**config.mk**
```make
export PLATFORM = sky130hd
export DESIGN_NAME = keypad_scanner_flat
export DESIGN_NICKNAME = d
export VERILOG_FILES = /design/src/rtl/keypad_scanner_pkg.sv /design/src/rtl/keypad_scanner_if.sv /design/src/rtl/keypad_scanner_sync_2ff.sv /design/src/rtl/keypad_scanner.sv /design/src/flat_wrapper.sv
export SDC_FILE = /design/constraint.sdc
export NUM_CORES = 1
export LEC_CHECK = 0
export BUFFER_PORTS_ARGS = -buffer_cell sky130_fd_sc_hd__buf_2
export CAP_MARGIN = 20
export CORE_UTILIZATION = 45
export CTS_CLUSTER_DIAMETER = 80
export DETAILED_ROUTE_END_ITERATION = 6
export GPL_TIMING_DRIVEN = 0
export HOLD_SLACK_MARGIN = 0.08
export SLEW_MARGIN = 40
export SYNTH_ARGS = -nofsm -noshare
export SYNTH_HDL_FRONTEND = slang
export SYNTH_SLANG_ARGS = --single-unit
```
**constraint.sdc**
```tcl
create_clock -name clk -period 6.2 [get_ports clk]
set_input_delay 0.31 -clock clk [delete_from_list [all_inputs] [get_ports clk]]
set_output_delay 0.31 -clock clk [all_outputs]
set_load 0.02 [all_outputs]
```
**src/rtl/keypad_scanner_pkg.sv**
```systemverilog
// Shared definitions for the 4x4 keypad scanner.
//   NUM_COLS / NUM_ROWS : matrix geometry
//   COL_IDLE            : column strobe pattern at reset (column 0 driven low)
//   KEY_TABLE           : key index (col*4 + row) to hex value, 4 bits per entry
//   key_hex()           : table lookup
//   lowest_set()        : index of the lowest set bit of a 16-bit key frame
//   map_keys()          : converts an index-ordered frame into a hex-ordered key map
package kypd_pkg;

    localparam int unsigned NUM_COLS = 4;
    localparam int unsigned NUM_ROWS = 4;
    localparam int unsigned NUM_KEYS = NUM_COLS * NUM_ROWS;

    localparam logic [3:0] COL_IDLE = 4'b1110;

    // Entry i sits at bits [4*i +: 4]; reading each group MSB-first gives
    // rows 3..0 of columns 3..0 (col 0 = 1,4,7,0 with row 0 on top).
    localparam logic [63:0] KEY_TABLE = 64'hDCBA_E963_F852_0741;

    typedef enum logic [1:0] {
        COL0,
        COL1,
        COL2,
        COL3
    } col_t;

    function automatic logic [3:0] key_hex(input logic [3:0] idx);
        return KEY_TABLE[{idx, 2'b00} +: 4];
    endfunction

    function automatic logic [3:0] lowest_set(input logic [15:0] v);
        logic [3:0] r;
        logic       found;
        r     = '0;
        found = 1'b0;
        for (int unsigned i = 0; i < NUM_KEYS; i++) begin
            if (v[i] && !found) begin
                r     = 4'(i);
                found = 1'b1;
            end
        end
        return r;
    endfunction

    function automatic logic [15:0] map_keys(input logic [15:0] f);
        logic [15:0] m;
        m = '0;
        for (int unsigned i = 0; i < NUM_KEYS; i++) begin
            if (f[i]) m[key_hex(4'(i))] = 1'b1;
        end
        return m;
    endfunction

endpackage

```
**src/rtl/keypad_scanner_if.sv**
```systemverilog
// Key event bus from the keypad scanner to its consumer.
//   key_code  : hex value of the most recent newly pressed key
//   key_valid : one-cycle pulse, key_code is new on this cycle
//   key_down  : any key held in the accepted frame
//   pressed   : accepted key map, bit k = key with hex value k held
// master = scanner side (drives), slave = consumer side.
interface keypad_scanner_if;

    logic [3:0]  key_code;
    logic        key_valid;
    logic        key_down;
    logic [15:0] pressed;

    modport master (output key_code, key_valid, key_down, pressed);
    modport slave  (input  key_code, key_valid, key_down, pressed);

endinterface

```
**src/rtl/keypad_scanner_sync_2ff.sv**
```systemverilog
// Generic N-bit two-flop synchronizer for asynchronous inputs.
//   clk : destination clock
//   rst : synchronous active-high reset, clears both stages
//   d   : asynchronous input
//   q   : synchronized output (two cycles of latency)
module sync_2ff #(
    parameter int unsigned WIDTH = 1
) (
    input  logic             clk,
    input  logic             rst,
    input  logic [WIDTH-1:0] d,
    output logic [WIDTH-1:0] q
);

    logic [WIDTH-1:0] meta;

    always_ff @(posedge clk) begin
        if (rst) begin
            meta <= '0;
            q    <= '0;
        end else begin
            meta <= d;
            q    <= meta;
        end
    end

endmodule

```
**src/rtl/keypad_scanner.sv**
```systemverilog
// 4x4 matrix keypad scanner with full-frame debounce.
// Strobes one column low at a time for SCAN_DIV cycles, samples the rows at
// the end of each dwell, and accepts a 16-key frame once DEBOUNCE_SCANS
// consecutive frames agree. Newly pressed keys in an accepted frame raise a
// one-cycle event carrying the hex value of the lowest key index.
//   clk  : system clock
//   rst  : synchronous active-high reset
//   row  : keypad rows, active-low, asynchronous
//   col  : column strobes, active-low, one bit low at a time
//   kbus : key event bus (key_code, key_valid, key_down, pressed)
module keypad_scanner
    import kypd_pkg::*;
#(
    parameter int unsigned SCAN_DIV       = 100000,
    parameter int unsigned DEBOUNCE_SCANS = 4
) (
    input  logic                clk,
    input  logic                rst,
    input  logic [3:0]          row,
    output logic [3:0]          col,
    keypad_scanner_if.master    kbus
);

    localparam int unsigned DIV_W   = (SCAN_DIV > 1) ? $clog2(SCAN_DIV) : 1;
    localparam int unsigned MATCH_W = (DEBOUNCE_SCANS > 1) ? $clog2(DEBOUNCE_SCANS) : 1;
    localparam logic [DIV_W-1:0]   DIV_LAST   = DIV_W'(SCAN_DIV - 1);
    localparam logic [MATCH_W-1:0] MATCH_LAST = MATCH_W'(DEBOUNCE_SCANS - 1);

    logic [3:0]         row_sync;
    logic [3:0]         row_act;
    logic [DIV_W-1:0]   div;
    logic               tc;
    col_t               col_idx;
    col_t               col_next;
    logic [15:0]        raw;
    logic [15:0]        prev;
    logic [15:0]        acc;
    logic               frame_done;
    logic [MATCH_W-1:0] match;
    logic [MATCH_W-1:0] match_next;
    logic               accept;
    logic [15:0]        new_keys;

    sync_2ff #(.WIDTH(NUM_ROWS)) u_row_sync (
        .clk (clk),
        .rst (rst),
        .d   (row),
        .q   (row_sync)
    );

    assign row_act = ~row_sync;
    assign tc      = (div == DIV_LAST);

    // Column sequencer
    always_ff @(posedge clk) begin
        if (rst) col_idx <= COL0;
        else     col_idx <= col_next;
    end

    always_comb begin
        col_next = col_idx;
        if (tc) begin
            case (col_idx)
                COL0:    col_next = COL1;
                COL1:    col_next = COL2;
                COL2:    col_next = COL3;
                default: col_next = COL0;
            endcase
        end
    end

    always_comb begin
        case (col_idx)
            COL0:    col = COL_IDLE;
            COL1:    col = {COL_IDLE[2:0], COL_IDLE[3]};
            COL2:    col = {COL_IDLE[1:0], COL_IDLE[3:2]};
            default: col = {COL_IDLE[0], COL_IDLE[3:1]};
        endcase
    end

    // Dwell divider and row capture. frame_done is registered so the
    // debounce stage sees the complete frame in raw one cycle after the
    // column-3 sample; raw cannot change again before the next terminal count.
    always_ff @(posedge clk) begin
        if (rst) begin
            div        <= '0;
            raw        <= '0;
            frame_done <= 1'b0;
        end else begin
            frame_done <= 1'b0;
            if (tc) begin
                div                                <= '0;
                raw[{col_idx, 2'b00} +: NUM_ROWS]  <= row_act;
                frame_done                         <= (col_idx == COL3);
            end else begin
                div <= div + DIV_W'(1);
            end
        end
    end

    // Frame-to-frame debounce
    always_comb begin
        match_next = '0;
        if (raw == prev) begin
            match_next = (match == MATCH_LAST) ? match : match + MATCH_W'(1);
        end
        accept   = frame_done && (match_next == MATCH_LAST);
        new_keys = raw & ~acc;
    end

    always_ff @(posedge clk) begin
        if (rst) begin
            prev           <= '0;
            match          <= '0;
            acc            <= '0;
            kbus.key_code  <= '0;
            kbus.key_valid <= 1'b0;
            kbus.key_down  <= 1'b0;
            kbus.pressed   <= '0;
        end else begin
            kbus.key_valid <= 1'b0;
            if (frame_done) begin
                prev  <= raw;
                match <= match_next;
            end
            if (accept) begin
                acc           <= raw;
                kbus.pressed  <= map_keys(raw);
                kbus.key_down <= |raw;
                if (|new_keys) begin
                    kbus.key_valid <= 1'b1;
                    kbus.key_code  <= key_hex(lowest_set(new_keys));
                end
            end
        end
    end

endmodule

```
**src/flat_wrapper.sv**
```systemverilog
// flat-port wrapper written by rule: the top's interface ports become plain ports
module keypad_scanner_flat import kypd_pkg::*;
#(
    parameter int unsigned SCAN_DIV       = 100000,
    parameter int unsigned DEBOUNCE_SCANS = 4
)
  (clk, rst, row, col, kbus_key_code, kbus_key_valid, kbus_key_down, kbus_pressed);
  keypad_scanner_if kbus_i ();
  input  logic clk;
  input  logic rst;
  input  logic [3:0] row;
  output logic [3:0] col;
  output wire logic [$bits(kbus_i.key_code)-1:0] kbus_key_code;
  output wire logic [$bits(kbus_i.key_valid)-1:0] kbus_key_valid;
  output wire logic [$bits(kbus_i.key_down)-1:0] kbus_key_down;
  output wire logic [$bits(kbus_i.pressed)-1:0] kbus_pressed;
  assign kbus_key_code = kbus_i.key_code;
  assign kbus_key_valid = kbus_i.key_valid;
  assign kbus_key_down = kbus_i.key_down;
  assign kbus_pressed = kbus_i.pressed;
  keypad_scanner #(.SCAN_DIV(SCAN_DIV), .DEBOUNCE_SCANS(DEBOUNCE_SCANS)) u_core (.clk(clk), .rst(rst), .row(row), .col(col), .kbus(kbus_i));
endmodule
```
; ---- Word-level counts from Yosys, hierarchy flattened
; Cells that the tools add are included.
[classes]
shift = 3
n_reduce_logical = 38
n_div = 0
order_cmp = 0
eq_ne = 7
muxes = 100
mul = 0
n_addsub = 3
bitwise = 5
[op_table]
columns = op, count
row1 = $mux 1, 78
row2 = $shiftx 64x7->4 const A, 1
row3 = $mux 4, 11
row4 = $reduce_or 16->1, 2
row5 = $add 17x1->17 const B, 1
row6 = $eq 17x17->1 const B, 1
row7 = $and 16x16->16, 1
row8 = $bwmux 16, 1
row9 = $eq 16x16->1, 1
row10 = $logic_and 1x1->1, 16
row11 = $not 16->16, 1
row12 = $shift 4x6->16 const A, 1
row13 = $shiftx 4x6->16, 1
row14 = $logic_not 1->1, 15
row15 = $mux 3, 4
row16 = $pmux 4 s3, 1
row17 = $eq 2x2->1 const B, 4
row18 = $mux 2, 4
row19 = $neg 4->6, 1
row20 = $pmux 2 s3, 1
row21 = $reduce_or 2->1, 3
row22 = $not 4->4, 1
row23 = $add 2x1->2 const B, 1
row24 = $eq 2x1->1 const B, 1
row25 = other kinds (3), 4
[totals]
input_bits = 6
latchBits = 0
mem_count = 0
ramBits = 0
elab_cells = 169
register_bits = 100
romBits = 0
out_inout_bits = 26

; ---- Longest topological paths before layout
; Gate-level depths: netlist (run 1).
[logic_depth]
word_depth = 98
ltp_mapped = 10
ltp_nobuf = 10

; ---- Cells and area by module
; A second synthesis (run 1) with hierarchy kept.
[hier_totals]
hier_cells = 442
hier_area_um2 = 4001.3
[modules_own_cells]
columns = module, area_each_um2, cells_per_inst, seq_area_each_um2, instances
row1 = keypad_scanner, 3791.1, 426, 1521.5, 1
row2 = sync_2ff, 210.2, 16, 160.2, 1

; ---- Least setup slack after synthesis (run 1)
; OpenSTA, ideal clock, no wires.
[synth_path]
kind = flip-flop to flip-flop
from = reg u_core.acc[5]
to = reg u_core.kbus.key_code[1]
arrival_time_ns = 2.388
setup_time_ns = 0.071
synth_period_minus_slack_ns = 2.459
setup_slack_ns = 3.741
path_buffers = 0
stages_incl_launch_ff = 11
cell_sequence = dfxtp_1 > nor2b_1 > nor4_2 > nand2_1 > o31ai_1 > a21oi_1 > ha_1 > nor2_1 > a21oi_1 > o311ai_0 > a21oi_1
[synth_via]
elab_chain_cells = 68
[synth_lines]
columns = item, line
row1 = "start, declared", keypad_scanner.sv:37  ; logic [15:0] acc;
row2 = "start signal, assigned", keypad_scanner.sv:127  ; acc <= raw;
row3 = $not 16->16 (*), keypad_scanner.sv:108  ; new_keys = raw & ~acc;
row4 = $and 16x16->16 (*), keypad_scanner.sv:108
row5 = $logic_and 1x1->1, keypad_scanner_pkg.sv:37  ; if (v[i] && !found) begin
row6 = $mux 1, keypad_scanner_pkg.sv:37
row7 = $mux 1, keypad_scanner.sv:130  ; if (|new_keys) begin
row8 = $mux 1, keypad_scanner.sv:126  ; if (accept) begin
row9 = $mux 1, keypad_scanner.sv:112  ; if (rst) begin
row10 = $logic_not 1->1, keypad_scanner_pkg.sv:37
row11 = (+52 left out), n/a
row12 = $mux 1, keypad_scanner.sv:112
row13 = $logic_not 1->1, keypad_scanner_pkg.sv:37
row14 = $logic_and 1x1->1, keypad_scanner_pkg.sv:37
row15 = $mux 4, keypad_scanner_pkg.sv:37
row16 = $mux 4, keypad_scanner.sv:130
row17 = $mux 4, keypad_scanner.sv:126
row18 = $mux 4, keypad_scanner.sv:112
row19 = $shiftx 64x7->4, keypad_scanner_pkg.sv:28  ; return KEY_TABLE[{idx, 2'b00} +: 4];
row20 = "end signal, assigned", keypad_scanner.sv:132  ; kbus.key_code <= key_hex(lowest_set(new_keys));
row21 = "end, declared", keypad_scanner_if.sv:14  ; modport master (output key_code, key_valid, key_down, pressed);
; Mark *: on every way between the ends. The rest lies on a longest branch, timed or not. The select of a mux whose other input is x is not followed.
; A chain may end at the register's enable or synchronous reset.

; ---- Worst setup path after layout (run 1)
[layout_path]
from = reg u_core.raw[9]
to = reg u_core.kbus.key_code[1]
[layout_via]
elab_chain_cells = 43
[layout_lines]
columns = item, line
row1 = "start, declared", keypad_scanner.sv:35  ; logic [15:0] raw;
row2 = "start signal, assigned by index", keypad_scanner.sv:93  ; raw[{col_idx, 2'b00} +: NUM_ROWS] <= row_act;
row3 = $and 16x16->16, keypad_scanner.sv:108
row4 = $logic_and 1x1->1, keypad_scanner_pkg.sv:37
row5 = $mux 1, keypad_scanner_pkg.sv:37
row6 = $mux 1, keypad_scanner.sv:130
row7 = $mux 1, keypad_scanner.sv:126
row8 = $mux 1, keypad_scanner.sv:112
row9 = $logic_not 1->1, keypad_scanner_pkg.sv:37
row10 = $logic_and 1x1->1, keypad_scanner_pkg.sv:37
row11 = (+27 left out), n/a
row12 = $mux 1, keypad_scanner.sv:112
row13 = $logic_not 1->1, keypad_scanner_pkg.sv:37
row14 = $logic_and 1x1->1, keypad_scanner_pkg.sv:37
row15 = $mux 4, keypad_scanner_pkg.sv:37
row16 = $mux 4, keypad_scanner.sv:130
row17 = $mux 4, keypad_scanner.sv:126
row18 = $mux 4, keypad_scanner.sv:112
row19 = $shiftx 64x7->4, keypad_scanner_pkg.sv:28
; Several ways; a longest one is shown, not always the timed one. The select of a mux whose other input is x is not followed.

==> results of run 1 <==
per-layer routing:
metal,global-route usage,routed length [um]
met5,0,0
met4,0.0705,102
met3,0.0388,318
met2,0.341,4010
met1,0.274,4140
kinds of logic (layout without fill, tap and decap cells):
group                      count (synthesis)  count (layout)
buffers and inverters                     24              70
AOI/OAI and AO/OA                         79              79
DFF                                       84              84
muxes                                     18              18
xor gates and xnor gates                  31              31
and+or+nand+nor                          195             195
adders and majority gates                 10              10
worst max path at each step:
stage	slack, ns	depth (start not counted)	start	to
after detailed placement	3.30	10	u_core.raw[5]	u_core.kbus.key_code[1]
after global placement	3.34	10	u_core.raw[5]	u_core.kbus.key_code[1]
after floorplan	3.74	10	u_core.acc[5]	u_core.kbus.key_code[1]
final	3.24	10	u_core.raw[9]	u_core.kbus.key_code[1]
after global routing	2.90	10	u_core.raw[5]	u_core.kbus.key_code[1]
after CTS	3.27	10	u_core.raw[5]	u_core.kbus.key_code[1]
power by group:
group	switching [mW]	internal [mW]
Sequential	0.00269	0.543
Clock	0.196	0.246
Combinational	0.0122	0.00502
cells in the final DEF, fill, tap and decap left out, types with 2 or more instances in the layout:
| cell type | instances |
|---|---|
| nand4bb_1 | 2 |
| clkbuf_1 | 12 |
| clkbuf_8 | 11 |
| mux2i_1 | 18 |
| nand2_2 | 4 |
| buf_2 | 33 |
| o21ai_0 | 21 |
| bufinv_16 | 2 |
| nand3_1 | 6 |
| nor4_2 | 2 |
| xnor2_1 | 5 |
| o311ai_0 | 2 |
| a211oi_1 | 3 |
| or3_1 | 19 |
| dfxtp_1 | 84 |
| nor3b_1 | 2 |
| xor2_1 | 26 |
| nor3_1 | 2 |
| buf_1 | 2 |
| and3_1 | 5 |
| nand2_1 | 50 |
| nor4_1 | 10 |
| nand4_1 | 4 |
| a21oi_1 | 44 |
| nor2_1 | 45 |
| nand3b_1 | 2 |
| ha_1 | 10 |
| nand2b_1 | 6 |
| nor2b_1 | 25 |
| inv_1 | 8 |
metrics by stage:
stage | std cells | total power, mW
4_1_cts | 592 | 1.01
2_1_floorplan | 441 | 0.568
5_1_grt | 592 | 1.04
3_5_place_dp | 577 | 0.576
3_3_place_gp | 577 | 0.576
6_report | 592 | 1.01
cell type report:
| class | count | area, um2 |
|---|---|---|
| Inverter | 8 | 30.0 |
| Buffer | 16 | 62.6 |
| Timing Repair Buffer | 31 | 155 |
| Fill cell | 830 | 3880 |
| Clock buffer | 11 | 151 |
| Tap cell | 105 | 131 |
| Multi-Input combinational cell | 333 | 2050 |
| Clock inverter | 4 | 72.6 |
| Sequential cell | 84 | 1680 |
flip-flops by register name (all words and copies together), names as in the netlist, 2 cells and up:
signal,count
u_core.kbus.key_code,4
u_core.prev,16
u_core.div,17
u_core.u_row_sync.meta,4
u_core.col_idx,2
u_core.u_row_sync.q,4
u_core.raw,16
u_core.match,2
u_core.acc,15
critical path: stages, from the launching register on:
cell      delay [ns]
dfxtp_1         0.39
nor2b_1         0.20
nor4_2          0.63
nand2_1         0.18
o31ai_1         0.41
a21oi_1         0.18
ha_1            0.33
nor2_1          0.05
a21oi_1         0.18
o311ai_0        0.14
a21oi_1         0.18
==> metrics.md, run 1 <==
| Metric | Value |
|---|---|
| Status | completed |
| Post-synth EDFFs | 0 |
| Die H | 94.2 um |
| Crit end category | flip-flop |
| Root buf cell | clkbuf_8 |
| Largest net degree at the start of global routing | 14 |
| Core box area | 0.00822 mm2 |
| Slew Limit Fails | 0 |
| Setup Skew | 0.0153 ns |
| Largest family of logic cells by synthesized area | simple AND/OR/NAND/NOR gates |
| Syn nets | 457 |
| Critical path arrival | 3.25 ns |
| Cells after Synth | 441 |
| Die W | 94.2 um |
| Final WL | 8.57 mm |
| Yosys top cell area share | 0.440 |
| Warnings from Yosys | 0 |
| Mux share of post-synthesis cell area | 0.0472 |
| Layout cells sized above 1 | 0.125 |
| Final hold viol count | 0 |
| Worst-path fanout max | 7 |
| Number of global-route vias before repair | 2915 |
| First-pass GRT wire length | 14.2 mm |
| Worst r2r dst | u_core.kbus.key_code[1] |
| Die area | 0.00886 mm2 |
| FF+latch count, synth | 84 |
| Number of DRC markers in iteration 0 | 102 |
| Io pins | 32 |
| Asr flop ratio synth | 0 |
| Hold_buf cts | 0 |
| Worst R2R Path Depth | 10 |
| Setup crit start kind | flip-flop |
| Syn avg cell area | 8.66 um2 |
| Nets | 499 |
| Row count | 33 |
| Antenna diode count | 0 |
| CTS tree | yes |
| Post-place instance area | 0.00411 mm2 |
| Unique masters post-synth | 47 |
| Post-synthesis simple-gate area fraction | 0.269 |
| Power Density | 232 mW/mm2 |
| Worst R2R Setup Slack | 3.24 ns |
| Slew @ Worst Pin | 0.765 ns |
| Effective utilization at floorplan | 0.465 |
| Worst Hold End | u_core.u_row_sync.meta[3] |
| Via-to-Cell Ratio | 5.26 |
| RSZ-0062 raised after global routing | no |
| Via Count | 3114 |
| P&R area growth vs syn | 13.5% |
| Total congestion overflow | 0 |
| Worst vdd ir | 115 uV |
| Cell taking the most area after synthesis | dfxtp_1 |
| Post-CTS Setup Bufs | 0 |
| Post-DRT Antenna Nets | 0 |
| DR WL/cell | 14.5 um |
| Initial antenna violation count | 0 |
| Post-layout util | 0.528 |
| Post-Syn Area | 0.00382 mm2 |
| Fmax | 0.338 GHz |
| Synth Area in Compound Gates | 0.115 |
| Drt drc | 0 |
| Beginning of the worst hold path | row[3] |
| Post-detailed-placement half-perimeter wirelength | 6.33 mm |
| Pre-CTS setup slack | 3.30 ns |
| Setup TNS | 0 ns |
| Worst EP required | 6.48 ns |
| Fin crit period | 2.96 ns |
| Final hold slack | 0.162 ns |
| Synth area leaders | dfxtp_1 44%, xor2_1 6.0%, a21oi_1 5.8% |
| Seq/Total Area, Yosys | 0.440 |
| Clk slew on worst S/H paths | 0.08 ns |
| Worst setup margin | 3.24 ns |
| Most common cell in the netlist | dfxtp_1 |
| Port bufs | 31 |
| Hold Path Class | input port to flip-flop |
| Final Cycle Share | 0.478 |
| Pre-antenna DRT Iters | 5 |
| Resized cells post-CTS | 0 |
| Worst hold stages | 2 |
| # setup viols final | 0 |
| CTS Buf Count | 9 |
| Final Cell Area | 0.00434 mm2 |
| Kind of critical path | flip-flop to flip-flop |
| RR Startpoint | u_core.raw[9] |
| Relative slew slack | 0.485 |
| Main synth FF type | dfxtp_1 |
| Total track usage | 0.209 |
| CTS sink cnt | 84 |
| Post-synthesis xor/xnor area fraction | 0.0711 |
| Gp weighted congestion | 0.869 |
| Leak | 1.75 nW |
| Post-synthesis adder-cell area fraction | 0.0327 |
| Clk Latency, worst-skew pair | 0.36 ns |
| Max-cap viol count | 0 |
| H-tree depth | 3 |
| Clk buf depth | 2 |
| Commonest cells in the netlist | 84 x dfxtp_1, 50 x nand2_1, 45 x nor2_1 |
Power figures use the tool's default switching activity.
==> inputs of run 2 (changes only) <==
==> constraint.sdc (replaced) <==
create_clock -name clk -period 2.8 [get_ports clk]
set_input_delay 0.14 -clock clk [delete_from_list [all_inputs] [get_ports clk]]
set_output_delay 0.14 -clock clk [all_outputs]
set_load 0.02 [all_outputs]
==> metrics.md, run 2 (same netlist as run 1, synthesis figures left out) <==
| Metric | Value |
|---|---|
| Fmax | 0.387 GHz |
| Slew @ Worst Pin | 0.781 ns |
| Final hold slack | 0.262 ns |
| Number of flip-flops in the largest register | 17 |
| Drt drc | 0 |
| Slew Limit Fails | 0 |
| Biggest regs | u_core.div x17, u_core.prev x16, u_core.raw x16 |
| Power Density | 500 mW/mm2 |
| Worst EP required | 3.08 ns |
| Io pins | 32 |
| Total track usage | 0.210 |
| Post-DRT Antenna Nets | 0 |
| Worst R2R Path Depth | 10 |
| Antenna diode count | 0 |
| Initial antenna violation count | 0 |
| Worst setup margin | 0.215 ns |
| Number of DRC markers in iteration 0 | 125 |
| Leak | 1.81 nW |
| Hold Path Class | input port to flip-flop |
| Met1 GRT Util | 0.276 |
| CTS sink cnt | 84 |
| Pre-CTS setup slack | -0.103 ns |
| Worst-path fanout max | 6 |
| Worst vdd ir | 255 uV |
| Via-to-Cell Ratio | 5.29 |
| Core box area | 0.00822 mm2 |
| RSZ-0062 raised after global routing | no |
| Critical path arrival | 2.87 ns |
| # setup viols final | 0 |
| Commonest cells after routing, fill and taps aside | 83 x dfxtp_1, 50 x nand2_1, 45 x nor2_1, 44 x a21oi_1, 33 x buf_2 |
| CTS Buf Count | 9 |
| Most common cell after layout, fill and taps aside | dfxtp_1 |
| Max-cap viol count | 0 |
| First-pass GRT wire length | 14.3 mm |
| Nets | 507 |
| Setup crit start kind | flip-flop |
| Die H | 94.2 um |
| Via Count | 3171 |
| Post-detailed-placement half-perimeter wirelength | 6.33 mm |
| Root buf cell | clkbuf_8 |
| Die area | 0.00886 mm2 |
| CTS tree | yes |
| Layout cells sized above 1 | 0.141 |
| Setup TNS | 0 ns |
| Total congestion overflow | 0 |
| Post-place instance area | 0.00411 mm2 |
| Row count | 33 |
| Setup Skew | 0.0135 ns |
| Met3 Use GR | 0.0388 |
| Effective utilization at floorplan | 0.465 |
| Number of global-route vias before repair | 2956 |
| Clk buf depth | 2 |
| Final hold viol count | 0 |
| Relative slew slack | 0.475 |
| DR WL/cell | 14.4 um |
| Global routing met2 resource utilization | 0.344 |
| Pre-antenna DRT Iters | 5 |
| Clk slew on worst S/H paths | 0.08 ns |
| Worst hold stages | 4 |
| P&R area growth vs syn | 16.4% |
| Largest net degree at the start of global routing | 14 |
| Crit end category | flip-flop |
| Port bufs | 31 |
| H-tree depth | 3 |
| Status | completed |
| Final WL | 8.67 mm |
| Final Cycle Share | 0.923 |
| Gp weighted congestion | 0.869 |
| Most flops, register | u_core.div |
| Fin crit period | 2.59 ns |
| Final Cell Area | 0.00445 mm2 |
| Clk Latency, worst-skew pair | 0.36 ns |
| Global route hottest layer | met2 |
| Die W | 94.2 um |
| Kind of critical path | flip-flop to flip-flop |
## run 2: cell count changes in the layout (fill, tap and decap cells not counted)
cell / change
nor2b_1: -1
o31ai_1: -1
dfxtp_1: -1
nor4_2: -2
buf_4: +4
clkbuf_2: +1
dfxtp_2: +1
nor4_4: +3
dlygate4sd3_1: +4
o31ai_2: +1
nor2b_2: +1
nor4_1: -1
clkbuf_1: -1
## run 2: power breakdown
part	internal [mW]	leakage (nW)	switching, mW	total [mW]
combinational	0.0147	1.02	0.0277	0.0425
sequential	1.20	0.679	0.00597	1.21
clock	0.545	0.111	0.431	0.976
total	1.76	1.81	0.465	2.23
## run 2: path summary, 6_finish.rpt
kind | start | endpoint | slack (ns)
max | u_core.raw[11] | u_core.kbus.key_code[1] | 0.21
min | rst | u_core.kbus.key_code[2] | 0.26
min reg2reg | u_core.u_row_sync.meta[1] | u_core.u_row_sync.q[1] | 0.44
max reg2reg | u_core.raw[11] | u_core.kbus.key_code[1] | 0.21
## run 2: what timing repair did
action,CTS,global route
endpoints found under the setup margin,1,2
hold buffers,4,0
pin swaps,0,2
hold endpoints to repair,4,0
resized for setup,4,5
buffers inserted,0,4
## run 2: through the flow
step	util	total power [mW]	cells
after detailed placement	0.501	1.28	577
final	0.541	2.23	600
after global placement	0.500	1.27	577
after CTS	0.536	2.25	596
after floorplan	-	1.26	441
after global routing	0.541	2.31	600
## run 2: cell type report
| type | count | area [um2] |
|---|---|---|
| buffer | 16 | 63.8 |
| clock buffer | 11 | 151 |
| inverter | 8 | 30.0 |
| fill | 819 | 3770 |
| tap | 105 | 131 |
| multi-input combinational | 333 | 2090 |
| clock inverter | 4 | 72.6 |
| timing repair buffer | 39 | 225 |
| sequential | 84 | 1680 |
## run 2: routing by layer
metal,vias to the layer above,part of all wire
met5,-,0
met4,0,0.012
met3,10,0.045
met2,66,0.47
met1,1474,0.47
li1,1621,-
## run 2: critical path, stage by stage (launching register included)
cell      delay [ns]
dfxtp_2         0.41
nor2b_2         0.24
or3b_2          0.47
a211o_1         0.30
o31ai_2         0.10
a21oi_1         0.16
ha_1            0.32
nor2_1          0.05
a21oi_1         0.14
o311ai_0        0.14
a21oi_1         0.19
==> inputs of run 3 (changes only) <==
--- a/config.mk
+++ b/config.mk
@@ -7,11 +7,13 @@
 export LEC_CHECK = 0
 export BUFFER_PORTS_ARGS = -buffer_cell sky130_fd_sc_hd__buf_2
 export CAP_MARGIN = 20
+export CORE_MARGIN = 2
 export CORE_UTILIZATION = 45
 export CTS_CLUSTER_DIAMETER = 80
 export DETAILED_ROUTE_END_ITERATION = 6
 export GPL_TIMING_DRIVEN = 0
 export HOLD_SLACK_MARGIN = 0.08
+export PLACE_DENSITY_LB_ADDON = 0.25
 export SLEW_MARGIN = 40
 export SYNTH_ARGS = -nofsm -noshare
 export SYNTH_HDL_FRONTEND = slang
==> constraint.sdc (replaced) <==
create_clock -name clk -period 2.8 [get_ports clk]
set_input_delay 0.14 -clock clk [delete_from_list [all_inputs] [get_ports clk]]
set_output_delay 0.14 -clock clk [all_outputs]
set_load 0.1 [all_outputs]
==> metrics.md, run 3 (same netlist as run 1, synthesis figures left out) <==
| Metric | Value |
|---|---|
| Status | completed |
| Drt drc | 0 |
| # setup viols final | 0 |
| Crit end category | flip-flop |
| Total track usage | 0.190 |
| Root buf cell | clkbuf_8 |
| Core box area | 0.00822 mm2 |
| Biggest regs | u_core.div x17, u_core.prev x16, u_core.raw x16 |
| Final WL | 8.42 mm |
| Non-filler instance count after layout | 599 |
| Final Cycle Share | 0.939 |
| Row count | 33 |
| Most flops, register | u_core.div |
| Hold Path Class | input port to flip-flop |
| First-pass GRT wire length | 13.6 mm |
| Critical path arrival | 2.91 ns |
| Clk buf depth | 2 |
| Antenna diode count | 0 |
| RSZ-0062 raised after global routing | no |
| Post-DRT Antenna Nets | 0 |
| Fmax | 0.380 GHz |
| Gp weighted congestion | 0.832 |
| Die W | 96.2 um |
| P&R area growth vs syn | 14.9% |
| Total congestion overflow | 0 |
| Number of flip-flops in the largest register | 17 |
| Io pins | 32 |
| Setup crit start kind | flip-flop |
| Worst-path fanout max | 7 |
| Worst setup margin | 0.170 ns |
| Fin crit period | 2.63 ns |
| Commonest cells after routing, fill and taps aside | 71 x dfxtp_1, 50 x nand2_1, 45 x nor2_1, 44 x a21oi_1, 33 x buf_2 |
| DR WL/cell | 14.1 um |
| Setup TNS | 0 ns |
| Layout cells sized above 1 | 0.158 |
| Clk Latency, worst-skew pair | 0.36 ns |
| Pre-antenna DRT Iters | 4 |
| Kind of critical path | flip-flop to flip-flop |
| Effective utilization at floorplan | 0.465 |
| Worst EP required | 3.08 ns |
| Die area | 0.00924 mm2 |
| Slew Limit Fails | 0 |
| Max-cap viol count | 0 |
| Initial antenna violation count | 0 |
| CTS tree | yes |
| Placed Cells | 577 |
| Post-detailed-placement half-perimeter wirelength | 6.21 mm |
| Slew @ Worst Pin | 0.682 ns |
| Number of global-route vias before repair | 2942 |
| Die H | 96.2 um |
| Final Cell Area | 0.00439 mm2 |
| Number of DRC markers in iteration 0 | 129 |
| Post-layout util | 0.534 |
| Final hold viol count | 0 |
| Setup Skew | 0.0133 ns |
| Worst vdd ir | 292 uV |
| Tot Pwr | 2.04 mW |
| Nets | 505 |
| Relative slew slack | 0.539 |
| H-tree depth | 3 |
| Most common cell after layout, fill and taps aside | dfxtp_1 |
| Fillers | 806 |
| Port bufs | 31 |
| Leak | 1.77 nW |
| Power Density | 465 mW/mm2 |
| Final hold slack | 0.278 ns |
| Post-place instance area | 0.00412 mm2 |
| Clk slew on worst S/H paths | 0.08 ns |
| Largest net degree at the start of global routing | 14 |
| CTS sink cnt | 84 |
| CTS Buf Count | 9 |
| Via Count | 3146 |
| Via-to-Cell Ratio | 5.25 |
| Pre-CTS setup slack | -0.0595 ns |
## run 3: layout make-up
class | instances | area (um2) | share of cell area
Multi-Input combinational cell | 333 | 2080 | 0.473
Sequential cell | 84 | 1700 | 0.387
Timing Repair Buffer | 37 | 210 | 0.0479
Clock buffer | 13 | 159 | 0.0362
Tap cell | 105 | 131 | 0.0299
Buffer | 16 | 63.8 | 0.0145
Inverter | 8 | 30.0 | 0.00684
Clock inverter | 3 | 21.3 | 0.00484
## run 3: worst paths after layout
| kind | depth (start not counted) | from | slack, ns | end |
|---|---|---|---|---|
| max reg2reg | 10 | u_core.raw[8] | 0.17 | u_core.kbus.key_code[1] |
| min | 3 | rst | 0.28 | u_core.kbus.key_code[0] |
| max | 10 | u_core.raw[8] | 0.17 | u_core.kbus.key_code[1] |
| min reg2reg | 1 | u_core.u_row_sync.meta[2] | 0.44 | u_core.u_row_sync.q[2] |
## run 3: repair_timing
action                                  in CTS  in global routing
resized for setup                            3                  5
setup buffers                                0                  2
endpoints found under the setup margin       1                  1
hold buffers                                 4                  0
pin swaps                                    0                  1
endpoints found under the hold margin        4                  0
## run 3: metal layers
layer,part of all wire,track usage,up-vias
met4,0.014,0.0595,0
li1,-,-,1621
met1,0.47,0.239,1450
met3,0.047,0.0454,11
met2,0.47,0.319,64
met5,0,0,-
## run 3: power breakdown
part	internal, mW	switching [mW]	leakage, nW
sequential	1.20	0.00639	0.685
clock	0.372	0.419	0.0896
combinational	0.0148	0.0274	0.998
total	1.59	0.453	1.77
## run 3: critical path, stage by stage, from the launching register on
cell and delay, ns:
dfxtp_1 0.40, nor2b_1 0.22, nor4_4 0.41, nand2_1 0.16, o31ai_1 0.40, a21oi_1 0.16
ha_1 0.32, nor2_1 0.05, a21oi_1 0.15, o311ai_1 0.11, a21oi_1 0.18
